**src/rtl/regfile_pkg.sv**
```systemverilog
// Shared register-file constants and the write-scheduler state encoding.
package regfile_pkg;

  localparam int AW    = 4;
  localparam int DW    = 32;
  localparam int NREGS = 2 ** AW;

  typedef enum logic [1:0] {
    IDLE  = 2'd0,
    CLEAR = 2'd1,
    DONE  = 2'd2
  } state_e;

endpackage

```
**src/rtl/regfile_wr_sched_rr_arbiter.sv**
```systemverilog
// Combinational round-robin arbiter: grants the first valid requester at or
// after ptr, wrapping modulo NREQ. Grant is one-hot (or zero) plus its index.
module rr_arbiter
  import regfile_pkg::*;
#(
  parameter int NREQ = 3,
  parameter int PW   = (NREQ > 1) ? $clog2(NREQ) : 1
) (
  input  logic [NREQ-1:0] valid,
  input  logic [PW-1:0]   ptr,
  output logic [NREQ-1:0] gnt,
  output logic [PW-1:0]   gnt_idx
);

  // Scan requesters starting at ptr; the first valid one wins.
  always_comb begin
    logic [PW:0]   sum;
    logic [PW-1:0] idx;
    logic          found;
    gnt     = '0;
    gnt_idx = '0;
    found   = 1'b0;
    sum     = '0;
    idx     = '0;
    for (int k = 0; k < NREQ; k++) begin
      sum = {1'b0, ptr} + (PW+1)'(k);
      if (sum >= (PW+1)'(NREQ)) sum = sum - (PW+1)'(NREQ);
      idx = sum[PW-1:0];
      if (!found && valid[idx]) begin
        gnt[idx] = 1'b1;
        gnt_idx  = idx;
        found    = 1'b1;
      end
    end
  end

endmodule

```
**src/rtl/regfile_wr_sched.sv**
```systemverilog
// Write-port scheduler for the register file: round-robin sharing of the
// single write port among NREQ requesters, plus a clear sequencer that
// zeroes every register. All register-file outputs are registered.
module regfile_wr_sched #(
  parameter int NREQ  = 3,
  parameter int AW    = regfile_pkg::AW,
  parameter int DW    = regfile_pkg::DW,
  parameter int NREGS = regfile_pkg::NREGS
) (
  input  logic                 clk,
  input  logic                 rst_n,
  input  logic [NREQ-1:0]      req_valid,
  input  logic [NREQ*AW-1:0]   req_addr,
  input  logic [NREQ*DW-1:0]   req_data,
  output logic [NREQ-1:0]      req_ready,
  input  logic                 clr_start,
  output logic                 clr_busy,
  output logic                 clr_done,
  output logic                 rf_wen,
  output logic [AW-1:0]        rf_waddr,
  output logic [DW-1:0]        rf_wdata
);

  import regfile_pkg::*;

  localparam int PW = (NREQ > 1) ? $clog2(NREQ) : 1;

  state_e          state, state_nxt;
  logic [PW-1:0]   ptr, ptr_nxt;
  logic [AW-1:0]   cnt, cnt_nxt;
  logic [NREQ-1:0] gnt, ready;
  logic [PW-1:0]   gidx;
  logic            wen_nxt, done_nxt;
  logic [AW-1:0]   waddr_nxt;
  logic [DW-1:0]   wdata_nxt;
  logic [AW-1:0]   addr_a [NREQ];
  logic [DW-1:0]   data_a [NREQ];

  for (genvar i = 0; i < NREQ; i++) begin : g_unpack
    assign addr_a[i] = req_addr[i*AW +: AW];
    assign data_a[i] = req_data[i*DW +: DW];
  end

  rr_arbiter #(.NREQ(NREQ), .PW(PW)) u_arb (
    .valid   (req_valid),
    .ptr     (ptr),
    .gnt     (gnt),
    .gnt_idx (gidx)
  );

  // Grants are suppressed while reset is asserted, even though state is IDLE.
  assign req_ready = rst_n ? ready : '0;
  assign clr_busy  = (state != IDLE);

  // Next-state and next-output logic; clear has priority over arbitration.
  always_comb begin
    state_nxt = state;
    ptr_nxt   = ptr;
    cnt_nxt   = cnt;
    wen_nxt   = 1'b0;
    done_nxt  = 1'b0;
    waddr_nxt = rf_waddr;
    wdata_nxt = rf_wdata;
    ready     = '0;
    case (state)
      IDLE: begin
        if (clr_start) begin
          state_nxt = CLEAR;
          wen_nxt   = 1'b1;
          waddr_nxt = '0;
          wdata_nxt = '0;
          cnt_nxt   = AW'(1);
        end else begin
          ready = gnt;
          if (|(req_valid & gnt)) begin
            wen_nxt   = 1'b1;
            waddr_nxt = addr_a[gidx];
            wdata_nxt = data_a[gidx];
            ptr_nxt   = (gidx == PW'(NREQ-1)) ? '0 : gidx + PW'(1);
          end
        end
      end
      CLEAR: begin
        wen_nxt   = 1'b1;
        waddr_nxt = cnt;
        wdata_nxt = '0;
        cnt_nxt   = cnt + AW'(1);
        if (cnt == AW'(NREGS-1)) state_nxt = DONE;
      end
      DONE: begin
        done_nxt  = 1'b1;
        state_nxt = IDLE;
      end
      default: state_nxt = IDLE;
    endcase
  end

  // FSM state register.
  always_ff @(posedge clk or negedge rst_n) begin
    if (!rst_n) state <= IDLE;
    else        state <= state_nxt;
  end

  // Arbitration pointer, clear counter and registered write-port outputs.
  always_ff @(posedge clk or negedge rst_n) begin
    if (!rst_n) begin
      ptr      <= '0;
      cnt      <= '0;
      rf_wen   <= 1'b0;
      rf_waddr <= '0;
      rf_wdata <= '0;
      clr_done <= 1'b0;
    end else begin
      ptr      <= ptr_nxt;
      cnt      <= cnt_nxt;
      rf_wen   <= wen_nxt;
      rf_waddr <= waddr_nxt;
      rf_wdata <= wdata_nxt;
      clr_done <= done_nxt;
    end
  end

endmodule

```
**config.mk**
```make
export PLATFORM = sky130hd
export DESIGN_NAME = regfile_wr_sched
export DESIGN_NICKNAME = d
export VERILOG_FILES = /design/src/rtl/regfile_pkg.sv /design/src/rtl/regfile_wr_sched_rr_arbiter.sv /design/src/rtl/regfile_wr_sched.sv
export SDC_FILE = /design/constraint.sdc
export NUM_CORES = 1
export LEC_CHECK = 0
export BUFFER_PORTS_ARGS = -buffer_cell sky130_fd_sc_hd__buf_4
export CORE_ASPECT_RATIO = 1.5
export CORE_MARGIN = 2
export CORE_UTILIZATION = 30
export CTS_CLUSTER_SIZE = 20
export DETAILED_ROUTE_END_ITERATION = 7
export PLACE_DENSITY = 0.54
export SETUP_SLACK_MARGIN = 0.5
export SYNTH_ARGS = -nofsm -noshare
export SYNTH_HDL_FRONTEND = slang
export SYNTH_SLANG_ARGS = --single-unit
```
**constraint.sdc**
```tcl
create_clock -name clk -period 3.6 [get_ports clk]
set_input_delay 0.9 -clock clk [delete_from_list [all_inputs] [get_ports clk]]
set_output_delay 0.9 -clock clk [all_outputs]
set_load 0.005 [all_outputs]
```
== Yosys cells after proc, flatten, opt, wreduce, memory -nomap -nowiden ==
Cells that the tools add are included.

* Register bits: 46
* Bits in latches: 0
* RAM bits: 0
* Bits in read-only memories: 0
* Input bits: 114
* Word-level logic and storage cells: 99
* Memories kept: 0

* $add $sub $neg: 7
* Multiply operators: 0
* Div/mod/pow operators: 0
* Order comparisons: 10
* Equal/unequal tests: 7
* Shift-type cells: 0
* Multiplexer cells: 48
* Bitwise logic cells: 5
* Reduce and logical (&&, ||, !) cells: 15

{| class="wikitable"
|+ Operators by type and width
! cell !! count
|-
| $mux W32 || 4
|-
| $bmux W32 S2 || 1
|-
| $pmux W32 S2 || 1
|-
| $mux W4 || 5
|-
| $mux W2 || 9
|-
| $mux W3 || 6
|-
| $pmux W4 S2 || 2
|-
| $mux W1 || 11
|-
| $lt A2 B3 Y1 const B || 3
|-
| $bmux W4 S2 || 1
|-
| $bmux W1 S2 || 3
|-
| $demux W1 S2 || 3
|-
| $ge A2 B1 Y1 const B || 3
|-
| $ge A3 B2 Y1 const B || 2
|-
| $or A3 B3 Y3 || 2
|-
| $reduce_and A2 Y1 || 3
|-
| $sub A2 B2 Y2 const B || 3
|-
| $logic_and A1 B1 Y1 || 5
|-
| $add A4 B1 Y4 const B || 1
|-
| $eq A2 B2 Y1 const B || 2
|-
| $eq A4 B4 Y1 const B || 1
|-
| $ne A2 B2 Y1 const B || 2
|-
| $pmux W2 S2 || 1
|-
| $reduce_bool A2 Y1 || 2
|-
| other kinds (15) || 16
|}

== Depth between registers and ports, before layout ==
* Depth after elaboration: 18
* Depth in mapped cells: 10

== Cells and area by module ==
Synthesis repeated with hierarchy kept, for this count alone.

* Cell total of the unflattened synthesis: 330
* Area, all modules: 3146.8 sq um

{| class="wikitable"
|+ Modules (own cells, without submodules)
! module !! times used !! cells an instance !! area each (sq um)
|-
| regfile_wr_sched || 1 || 292 || 2880.3
|-
| rr_arbiter || 1 || 38 || 266.5
|}

== Worst setup path after synthesis ==
No wires, ideal clock.

* Path type: input port to output port
* Start point: in req_valid[0]
* End point: out req_ready[2]
* Arrival time: 1.938 ns
* Setup slack: 0.762 ns
* Stages on the path: 6
* Path through: buf_2 -> mux2i_1 -> or2_1 -> a21oi_1 -> nor2_1 -> a311oi_1

* Cells in the longest elaborated chain, start to end: 12
* Elaborated cells on any way between the ends: 20
* Classes of those cells: 14 x mux; 2 x bitwise; 4 x reduce/logical

{| class="wikitable"
|+ Ends and longest elaborated chain
! what !! RTL line !! source
|-
| start: declaration || regfile_wr_sched.sv:12 || <nowiki>input logic [NREQ-1:0] req_valid,</nowiki>
|-
| $bmux W1 S2 || regfile_wr_sched_rr_arbiter.sv:29 || <nowiki>if (!found && valid[idx]) begin</nowiki>
|-
| $mux W1 (implied by the code) || regfile_wr_sched_rr_arbiter.sv:29 ||
|-
| $mux W1 || regfile_wr_sched_rr_arbiter.sv:29 ||
|-
| $logic_not A1 Y1 || regfile_wr_sched_rr_arbiter.sv:29 ||
|-
| $logic_and A1 B1 Y1 || regfile_wr_sched_rr_arbiter.sv:29 ||
|-
| $mux W1 || regfile_wr_sched_rr_arbiter.sv:29 ||
|-
| $logic_not A1 Y1 || regfile_wr_sched_rr_arbiter.sv:29 ||
|-
| $logic_and A1 B1 Y1 || regfile_wr_sched_rr_arbiter.sv:29 ||
|-
| $mux W3 * || regfile_wr_sched_rr_arbiter.sv:29 ||
|-
| $mux W3 * || regfile_wr_sched.sv:67 || <nowiki>if (clr_start) begin</nowiki>
|-
| $mux W3 * || regfile_wr_sched.sv:65 || <nowiki>case (state)</nowiki>
|-
| $mux W3 * || regfile_wr_sched.sv:52 || <nowiki>assign req_ready = rst_n ? ready : '0;</nowiki>
|-
| end: declaration || regfile_wr_sched.sv:15 || <nowiki>output logic [NREQ-1:0] req_ready,</nowiki>
|}

Mark *: on every way between the ends. The rest lies on a longest branch, timed or not. The select of a mux whose other input is x is not followed.

== Worst setup path after layout ==
* Start point: in clr_start
* End point: out req_ready[2]

* Cells in the longest elaborated chain, start to end: 3

{| class="wikitable"
|+ Ends and longest elaborated chain
! what !! RTL line !! source
|-
| start: declaration || regfile_wr_sched.sv:16 || <nowiki>input logic clr_start,</nowiki>
|-
| $mux W3 || regfile_wr_sched.sv:67 ||
|-
| $mux W3 || regfile_wr_sched.sv:65 ||
|-
| $mux W3 || regfile_wr_sched.sv:52 ||
|}

No other way between the ends.

==> impl_metrics.tcl <==
set metrics [dict create \
    initial_core_util 0.3043 \
    async_flop_share 1.000 \
    finalClockSkew_ns 0.005603 \
    fin_ws_ns 0.6096 \
    reg2reg_to "rf_wdata[8]$_DFFE_PN0P_" \
    critPathSlowestCell "or2_2" \
    finalCriticalPeriod_ns 2.990 \
    grt_max_degree 47 \
    die_x_um 84.49 \
    rrSetupSlack_ns 0.82 \
    ys_warn_count 0 \
    ys.flop_type "dfrtp_1" \
    coreArea_um2 9579 \
    area_growth_pct 49.96 \
    fmax_mhz 334.4 \
    synth.avg_cell_area_um2 10.05 \
    cts.clk_slew.worst_paths_ns 0.06 \
    finalHoldViolations 0 \
    min_from "rf_wdata[6]$_DFFE_PN0P_" \
    synth_mux_area_frac 0.02403 \
    fillers 975 \
    cp-end-kind "primary output" \
    hold_buffers 0 \
    synthCells 290 \
    rsz0062_at_grt "true" \
    tightest_slew_ns 0.7414 \
    synth_adder_area_share 0.02146 \
    cts-htree-levels 2 \
    wl_um 9681 \
    critPathRequiredTime_ns 2.70 \
    drc 0 \
    synth.top_cell.area_share 0.3948 \
    final_layout_size_suffix_gt1_frac 0.4462 \
    cts_tree "yes" \
    ioPinCount 156 \
    yosysMostFrequentCell "dfrtp_1" \
    synthTopCellsByCount "46 x dfrtp_1, 33 x and2_1, 32 x a221oi_1, 32 x o2bb2ai_1, 15 x nand2_1" \
    finalCritPeriodShare 0.8307 \
    crit_path_max_incr_delay_ns 0.31 \
    chipHeight_um 124.7 \
    syn_nets 409 \
    critPathLaunchType "primary input" \
    drv_cap 0 \
    grt_pass1_wl_um 15880 \
    ys_seq_area_frac 0.3948 \
    grt_pass1_vias 3243 \
    fin_tns_setup_ns 0 \
    routabilityCongestion 0.8377 \
    clock-sinks 46 \
    crit_type "primary input to primary output" \
    ant_nets 0 \
    relSlewSlack 0.5041 \
    hold_path_depth 1 \
    synth.distinct_cells 56 \
    dieArea_um2 10540 \
    worst_ep_arrival_time_ns 2.09 \
    dp_hpwl_um 7269 \
    synth_compound_area_frac 0.3094 \
    hold_class "register to register" \
    synth_xor_area_frac 0 \
    hold_end "rf_wdata[6]$_DFFE_PN0P_" \
    row_count 44 \
    peakVddDrop_mv 0.4411 \
    finalMaxSlewViolations 0 \
    cp_common_cell "buf_4" \
    num_vias 3007 \
    grt_overflow 0 \
    final_nets 555 \
    power_density_nw_per_um2 643.1 \
    drt_iter0_drc 85 \
    numPortBuffers 155 \
    dp_slack_ns 0.5322 \
    worst_skew_pair.late_latency_ns 0.28 \
    ys_ff_latch 46 \
    clk_path_buf_depth 2 \
    cp_cell_sequence "buf_4 > or2_2 > nor2_1 > nand2_1 > a311oi_1 > buf_4" \
    synthTopCellsByArea "dfrtp_1 39%, a221oi_1 9.6%, o2bb2ai_1 9.6%, and2_1 7.1%, ha_1 2.1%" \
    vias_per_cell 5.447 \
    outcome "completed" \
    synth_top_family_by_area "compound AO/OA/AOI/OAI gates" \
    dp_cells 542 \
    numCtsBuffers 5 \
    hold_slack_ns 0.4868 \
    synth_edf_count 0 \
    drt-wirelength-per-cell_um 17.54 \
    grt.total_usage 0.1844 \
    reg2reg_depth 10 \
    cts-root-buf "clkbuf_16" \
    r2r_start "ptr[0]$_DFFE_PN0P_" \
    firstDrtPassIters 4 \
    synth_area_leader_cell "dfrtp_1" \
    path_max_fanout 3 \
    fin_cells 552 \
    grt_antenna_before_repair 0 \
    mappedNetlistArea_um2 2915 \
    p_leak_uw 0.002064 \
    yosys.area_share.simple 0.1897 \
    n_antenna_cell 0 \
    finalSetupViolations 0 \
]
==> worst max-delay path, delay by kind of cell <==
kind                   cells  cell delay [ns]
AO/OA/AOI/OAI              1             0.26
buffers and inverters      2             0.27
AND/OR/NAND/NOR            3             0.66
==> cells by family after synthesis <==
logic type | count (synthesis)
flip-flops | 46
AO/OA/AOI/OAI | 108
buffers and inverters | 32
adder cells (fa/ha/maj) | 5
AND/OR/NAND/NOR | 93
multiplexers | 6
==> metrics by stage <==
stage | util | instance area [um2] | total power [uW]
2_1_floorplan | - | 2915 | 1749
3_3_place_gp | 0.4321 | 4139 | 2238
3_5_place_dp | 0.4321 | 4139 | 2245
4_1_cts | 0.4518 | 4328 | 2801
5_1_grt | 0.4564 | 4372 | 3036
6_report | 0.4564 | 4372 | 2811
==> flip-flops by register name, indices dropped and copies added (netlist names) <==
register,flops
rf_wen,1
clr_done,1
state,2
cnt,4
rf_wdata,32
ptr,2
rf_waddr,4
==> timing repair <==
action	CTS	global route
pin swaps	0	3
endpoints found under the setup margin	2	4
buffers inserted	0	2
gates resized for setup	6	8
==> placed cells by master, fill, tap and decap left out, drive strengths merged, types with 2 or more instances in the layout <==
master,synthesis,layout
o211a,2,2
a22o,3,3
nor2b,4,4
mux2i,4,4
a21o,2,2
inv,6,6
buf,19,165
nor4,3,3
o22ai,2,2
a21boi,2,2
nor4b,4,4
nor2,7,7
clkinv,0,2
ha,5,5
and2,33,33
a32oi,2,2
and3,5,5
nand2,15,15
a221oi,33,33
o21ai,4,4
nand3,3,3
a2bb2oi,3,3
nor3,3,3
a311oi,2,2
dfrtp,46,46
mux2,2,2
o2bb2ai,32,32
and3b,2,2
o211ai,2,2
nand2b,4,4
nand3b,2,2
or2,3,3
a21oi,10,10
clkbuf,7,5
==> worst max-delay path by stage <==
stage	startpoint	cells after the start	to	slack, ns
floorplan	req_valid[0]	6	req_ready[2]	0.76
global placement	req_valid[0]	7	req_ready[2]	0.54
detailed placement	req_valid[0]	7	req_ready[2]	0.53
CTS	ptr[1]$_DFFE_PN0P_	8	req_ready[2]	0.49
global route	ptr[1]$_DFFE_PN0P_	8	req_ready[2]	0.49
finish	clr_start	6	req_ready[2]	0.61
==> area by class of cell <==
| class | instances | area (um2) | area share |
|---|---|---|---|
| inverter | 6 | 22.52 | 0.005152 |
| tap | 115 | 143.9 | 0.03291 |
| clock buffer | 5 | 125.1 | 0.02862 |
| multi-input combinational | 212 | 1648 | 0.3769 |
| sequential | 46 | 1154 | 0.2639 |
| clock inverter | 3 | 40.04 | 0.009159 |
| timing repair buffer | 165 | 1239 | 0.2833 |
==> report_power, final <==
group / leakage, uW / internal, uW / switching (uW) / total, uW
clock network: 0.0000836 / 325 / 190 / 515
logic: 0.00137 / 738 / 839 / 1580
registers: 0.000611 / 620 / 98.0 / 718
total: 0.00206 / 1680 / 1130 / 2810
==> routing by layer <==
layer	track usage	up-vias	wire length [um]
li1	-	1429	-
met1	0.2100	1435	3604
met2	0.3238	116	5157
met3	0.03048	27	490
met4	0.09711	0	429
met5	0	-	0
Note: power is estimated with default switching activity, not from simulation.
